`src/rtl/dmac_alu_feeder.sv`:
```
// Single-channel DMA master feeding the ALU slave port: copies a block of words
// from a source range to a destination range, one read/write pair per word.
module dmac_alu_feeder #(
    parameter int ADDR_W = 16,
    parameter int DATA_W = 32,
    parameter int LEN_W  = 8
) (
    input  logic              clk,
    input  logic              reset_n,
    input  logic              op_start,
    input  logic              opdone_clear,
    input  logic [ADDR_W-1:0] src_addr,
    input  logic [ADDR_W-1:0] dst_addr,
    input  logic [LEN_W-1:0]  data_size,
    input  logic              src_fixed,
    input  logic              dst_fixed,
    output logic              m_req,
    input  logic              m_grant,
    output logic              m_sel,
    output logic              m_wr,
    output logic [ADDR_W-1:0] m_addr,
    output logic [DATA_W-1:0] m_dout,
    input  logic [DATA_W-1:0] m_din,
    output logic [1:0]        status,
    output logic              m_interrupt
);

    typedef enum logic [2:0] {
        IDLE,
        REQ,
        RD,
        RWAIT,
        WR,
        DONE
    } state_t;

    state_t            state;
    state_t            next_state;
    logic [ADDR_W-1:0] src_q;
    logic [ADDR_W-1:0] dst_q;
    logic [ADDR_W-1:0] next_src;
    logic [ADDR_W-1:0] next_dst;
    logic [LEN_W-1:0]  rem_q;
    logic [LEN_W-1:0]  next_rem;
    logic              src_fix_q;
    logic              dst_fix_q;

    // Next-state and pointer arithmetic; outputs are derived from next_state
    // so that every output register lines up with the state it belongs to.
    always_comb begin
        next_state = state;
        next_src   = src_q;
        next_dst   = dst_q;
        next_rem   = rem_q;
        case (state)
            IDLE: begin
                if (op_start) begin
                    next_src   = src_addr;
                    next_dst   = dst_addr;
                    next_rem   = data_size;
                    next_state = (data_size == '0) ? DONE : REQ;
                end
            end
            REQ: begin
                if (m_grant) next_state = RD;
            end
            RD:    next_state = RWAIT;
            RWAIT: next_state = WR;
            WR: begin
                next_rem = rem_q - LEN_W'(1);
                if (!src_fix_q) next_src = src_q + ADDR_W'(1);
                if (!dst_fix_q) next_dst = dst_q + ADDR_W'(1);
                if (next_rem == '0)  next_state = DONE;
                else if (m_grant)    next_state = RD;
                else                 next_state = REQ;
            end
            DONE: begin
                if (opdone_clear) next_state = IDLE;
            end
            default: next_state = IDLE;
        endcase
    end

    always_ff @(posedge clk or negedge reset_n) begin
        if (!reset_n) begin
            state       <= IDLE;
            src_q       <= '0;
            dst_q       <= '0;
            rem_q       <= '0;
            src_fix_q   <= 1'b0;
            dst_fix_q   <= 1'b0;
            m_req       <= 1'b0;
            m_sel       <= 1'b0;
            m_wr        <= 1'b0;
            m_addr      <= '0;
            m_dout      <= '0;
            status      <= 2'b00;
            m_interrupt <= 1'b0;
        end else begin
            state <= next_state;
            src_q <= next_src;
            dst_q <= next_dst;
            rem_q <= next_rem;
            if (state == IDLE && op_start) begin
                src_fix_q <= src_fixed;
                dst_fix_q <= dst_fixed;
            end
            // m_dout doubles as the word buffer: read data lands here at the end of RWAIT.
            if (state == RWAIT) m_dout <= m_din;

            m_req       <= (next_state == REQ) || (next_state == RD) ||
                           (next_state == RWAIT) || (next_state == WR);
            m_sel       <= (next_state == RD) || (next_state == WR);
            m_wr        <= (next_state == WR);
            m_interrupt <= (next_state == DONE);
            if (next_state == RD)      m_addr <= next_src;
            else if (next_state == WR) m_addr <= next_dst;
            if (next_state == DONE)      status <= 2'b10;
            else if (next_state == IDLE) status <= 2'b00;
            else                         status <= 2'b01;
        end
    end

endmodule

```
`config.mk`:
```
export PLATFORM = sky130hd
export DESIGN_NAME = dmac_alu_feeder
export DESIGN_NICKNAME = d
export VERILOG_FILES = /design/src/rtl/dmac_alu_feeder.sv
export SDC_FILE = /design/constraint.sdc
export NUM_CORES = 1
export LEC_CHECK = 0
export BUFFER_PORTS_ARGS = -buffer_cell sky130_fd_sc_hd__buf_2
export CAP_MARGIN = 40
export CELL_PAD_IN_SITES_DETAIL_PLACEMENT = 1
export CELL_PAD_IN_SITES_GLOBAL_PLACEMENT = 1
export CORE_MARGIN = 3
export CORE_UTILIZATION = 42
export CTS_CLUSTER_SIZE = 12
export DETAILED_ROUTE_END_ITERATION = 6
export PLACE_DENSITY = 0.92
export SYNTH_ARGS = -nofsm -noshare
export SYNTH_HDL_FRONTEND = slang
export SYNTH_SLANG_ARGS = --single-unit
```
`constraint.sdc`:
```
create_clock -name clk -period 3.5 [get_ports clk]
set_input_delay 0.35 -clock clk [delete_from_list [all_inputs] [get_ports clk]]
set_output_delay 0.35 -clock clk [all_outputs]
set_load 0.05 [all_outputs]
```
---- Yosys cells after proc, flatten, opt, wreduce, memory -nomap -nowiden ----
Index checks and enable logic that the tools add are counted.
word-level totals
  output and inout bits ................... 54
  register bits ........................... 99
operators by class
  multiplexer cells ....................... 19
  reduce and logical (&&, ||, !) cells .... 12
  add/sub/neg operators ................... 3
  equality and inequality tests ........... 11
operator list
  operator                                           count
  two-way mux 16 bit                                 6
  case mux 16 bit (2 select lines)                   2
  adder 16 x 1 -> 16 bit (second input constant)     2
  case mux 3 bit (6 select lines)                    1
  zero test 8 bit                                    2
  case mux 8 bit (2 select lines)                    1
  two-way mux 3 bit                                  5
  == test 3 x 2 -> 1 bit (second input constant)     4
  == test 3 bit (second input constant)              4
  two-way mux 8 bit                                  1
  subtractor 8 x 1 -> 8 bit (second input constant)  1
  == test 3 x 1 -> 1 bit (second input constant)     2
  zero test 3 bit                                    2
  logical OR 1 bit                                   4
  two-way mux 2 bit                                  2
  nonzero test 2 bit                                 2
  != test 2 bit (second input constant)              1
  AND reduction 2 bit                                1
  logical AND 1 bit                                  1
  two-way mux 1 bit                                  1

---- Longest topological paths before layout ----
  depth after elaboration ................. 8
  depth in mapped cells ................... 9

---- Worst setup path before layout ----
No wires, ideal clock.
  path kind ............................... reg-to-reg
  from .................................... register rem_q[0]
  to ...................................... register m_addr[7]
  period minus slack after synthesis ...... 1.949 ns
  data arrival time ....................... 1.863 ns
  buffers on the path ..................... 1
  stages on the path, launching flop included .. 10
  path slack .............................. 1.551 ns
  setup time .............................. 0.087 ns
  path through ............................ dfrtp_1 -> inv_1 -> ha_1 -> xor2_1 -> nor3_2 -> nand3_2 -> a31oi_4 -> buf_4 -> inv_1 -> o211ai_1
on the way
  longest elaborated chain between the ends .. 6
ends and longest elaborated chain
  element                                                   line      text
  from (decl)                                               43        logic [LEN_W-1:0] rem_q;
  from (signal assigned)                                    103       rem_q <= next_rem;
  subtractor 8 x 1 -> 8 bit (*)                             70        next_rem = rem_q - LEN_W'(1);
  zero test 8 bit (*)                                       73        if (next_rem == '0) next_state = DONE;
  two-way mux 3 bit (*)                                     73
  case mux 3 bit (6 select lines) (*)                       55        case (state)
  == test 3 x 2 -> 1 bit or == test 3 bit (tied branches)   116, 117
  two-way mux 16 bit or nonzero test 2 bit (tied branches)  -
  to (signal assigned)                                      116       if (next_state == RD) m_addr <= next_src;
  to (signal assigned)                                      117       else if (next_state == WR) m_addr <= next_dst;
  to (decl)                                                 21        output logic [ADDR_W-1:0] m_addr,
Mark *: on every way between the ends. The rest lies on a longest branch, timed or not.
A chain may end at the register's enable or synchronous reset.

---- Worst setup path in the final report ----
  from .................................... register state[1]
  to ...................................... register m_addr[0]
on the way
  longest elaborated chain between the ends .. 4
ends and longest elaborated chain
  element                                                                              line  text
  from (decl)                                                                          37    state_t state;
  from (signal assigned)                                                               100   state <= next_state;
  == test 3 bit (tied with other cells)                                                55
  case mux 3 bit (6 select lines) or case mux 16 bit (2 select lines) (tied branches)  55
  == test 3 x 2 -> 1 bit (tied with other cells)                                       116
  two-way mux 16 bit or nonzero test 2 bit (tied branches)                             -
Several ways; a longest one is shown, not always the timed one. The select of a mux whose other input is x is not followed.

==> impl_metrics.toml <==
[global_route]
track_usage_pct = 25.6
globalRouteOverflowTotal = 0
grt_pass1_wl_um = 29900
grt_pass1_vias = 5705
antenna_found_initial = 0
grt_max_degree = 50

[drt]
maxUsedRoutingLayer = "met4"
wl_met1_um = 7920
routed_wl_um = 18600
ant_nets = 0
drc = 0
dr.pass1.iters = 5
via_per_inst = 5.88
drt_iter0_drc = 447
wl_per_cell_um = 19.9
wl_met3_um = 867
num_vias = 5513
routed-wl-met2_um = 9260

[placed_design]
pre_cts_ws_ps = 875
gp_congestion = 0.843
place_hpwl_um = 13300
io_buffers = 132

[pwr]
irDropWorstVdd_v = 0.000521
cellLeakagePower_nw = 3.16
p_per_area_nw_per_um2 = 1110

[clock_tree]
cts_tree = "yes"
cts_resized = 0
cts_num_sinks = 98
clockBufferDepth = 2
cts_buffers = 9
hold_buffers = 0
post_cts_buffers = 0
htree_num_levels = 3
clk_latency_ps = 360
root_buffer = "clkbuf_16"
clk_pin_slew_ps = 70

[run_status]
status = "finished, final reports clean"

[sta]
rsz0062_at_grt = "false"
period_minus_slack_ps = 2670
setup_viol = 0
hold_viol_final = 0
fin_crit_sh_pct = 76.2
fin_skew_ps = 5.87
setup_ws_ps = 835
timing.slew.headroom_pct = 46.0
max_freq_mhz = 375
drv_slew = 0
tightestPinTransition_ps = 809
tns_ps = 0

[synth]
syn_inst = 654
yosysSeqAreaShare_pct = 43.5
yosysWarnings = 0
synthTopCellsByCount = "nand2_1, dfrtp_1, nor2_1"
synth_edf_count = 0
syn_nets = 737
ys_top_cells_by_area = "dfrtp_1, nand2_1, a21oi_1, nor2_1, a221o_1"
synthArstFlopShare_pct = 100
mappedNetlistArea_um2 = 5640
ys_seq_elements = 98
synth.distinct_cells = 67
yosys.area.top_type = "dfrtp_1"
synth_top_area_share_pct = 43.5
avgSynthCellArea_um2 = 8.63
ys.flop_type = "dfrtp_1"
yosysMostFrequentCell = "nand2_1"

[critical_path]
critPathArrivalTime_ps = 2960
crit_fanout = 20
startpoint_type = "flop"
worstSetupPathType = "flop to flop"
end_kind = "flop"
required_ps = 3790

[flow_run]
drv_cap = 0

[final_layout]
area_growth_syn_to_layout_pct = 19.4
antennaDiodeCount = 0
drive_gt1_share_pct = 24.4
fin_nets = 844

[floorplan]
start_util_pct = 43.8
fp.dieArea_um2 = 14900
ios = 133
dieWidth_um = 122
die_h_um = 122
rows = 41
core-area_um2 = 12900

[hold_path]
holdCritPathClass = "input pin to asynchronous set/reset pin"
sequential cells by signal, indices dropped and copies added, names as in the netlist, 3 cells and up:
register and count:
dst_q 16, src_q 16, state 3, m_addr 16
rem_q 8, m_dout 32
stage by stage:
step	hold WS, ps	area [µm²]	power, mW	util, %	cells
finish	33.1	6740	7.51	52.3	937
global route	70.9	6740	8.00	52.3	937
CTS	46.4	6740	7.49	52.3	937
detailed placement	435	6430	6.39	49.9	922
global placement	420	6390	6.10	49.6	920
floorplan	54.4	5640	5.25	-	654
worst paths after layout:
check / startpoint / slack, ps / endpoint / depth (start not counted)
worst max-delay path: state[1] / 830 / m_addr[0] / 6
worst min-delay path: reset_n / 30 / src_q[5] / 1
worst max register to register: state[1] / 830 / m_addr[0] / 6
worst min register to register: m_dout[21] / 470 / m_dout[21] / 2
max in group asynchronous: reset_n / 2600 / m_dout[19] / 2
min in group clk: m_din[8] / 180 / m_dout[8] / 3
per-layer routing:
metal	GRT usage, %	vias up
li1	-	2557
met1	34.1	2746
met2	42.1	171
met3	3.30	39
met4	11.1	0
met5	0	-
worst max-delay path, stage by stage, from the launching register on:
cell and delay [ps]:
dfrtp_1 690, or2_1 720, buf_4 370, nor2_1 70, mux2_2 300, a211oi_1 300
a221o_1 150
where the power goes:
part	switching [mW]	internal [mW]	leakage, nW
Clock	0.450	0.623	0.153
Combinational	2.77	1.28	1.82
Sequential	0.689	1.69	1.20
Total	3.91	3.59	3.16
kinds of logic (layout without fill, tap and decap cells):
kind of cell / after synthesis / in the layout / share of synthesized area (%)
AOI/OAI and AO/OA: 162 / 162 / 19.6
xor gates and xnor gates: 4 / 4 / 0.621
adders and majority gates: 4 / 4 / 0.887
buffers and inverters: 59 / 170 / 4.70
DFF: 98 / 98 / 43.5
muxes: 17 / 17 / 3.22
and+or+nand+nor: 310 / 310 / 27.5
layout make-up:
| type | count | area, µm² |
|---|---|---|
| fill | 1571 | 6140 |
| multi-input combinational | 497 | 2930 |
| sequential | 98 | 2450 |
| timing repair buffer | 146 | 796 |
| clock buffer | 10 | 229 |
| tap | 172 | 215 |
| clock inverter | 5 | 78.8 |
| inverter | 9 | 33.8 |
placed cells by master, fill, tap and decap left out, types with 3 or more instances in the layout:
cell       netlist  routed
a211oi_1         7       7
a21o_1           3       3
a21oi_1         47      47
a221o_1         14      14
a311oi_1         3       3
a31oi_1          8       8
and2_1           7       7
and3_1          12      12
and4_1           7       7
and4b_1          3       3
buf_2           26     131
buf_4            3      13
clkbuf_16        0       9
dfrtp_1         98      97
ha_1             4       4
inv_1            8       8
mux2_2           5       5
mux2i_1         11      11
nand2_1        136     136
nand2b_1         5       5
nand3_1         17      17
nand4_1          3       3
nor2_1          61      61
nor2b_1         12      12
nor3_1          19      19
nor3b_1          5       5
nor4_1           3       3
o211ai_1         7       7
o21a_1           3       3
o21ai_0         22      22
o21ai_1          4       4
o221a_2          3       3
o22ai_1         21      21
Power figures use the tool's default switching activity.
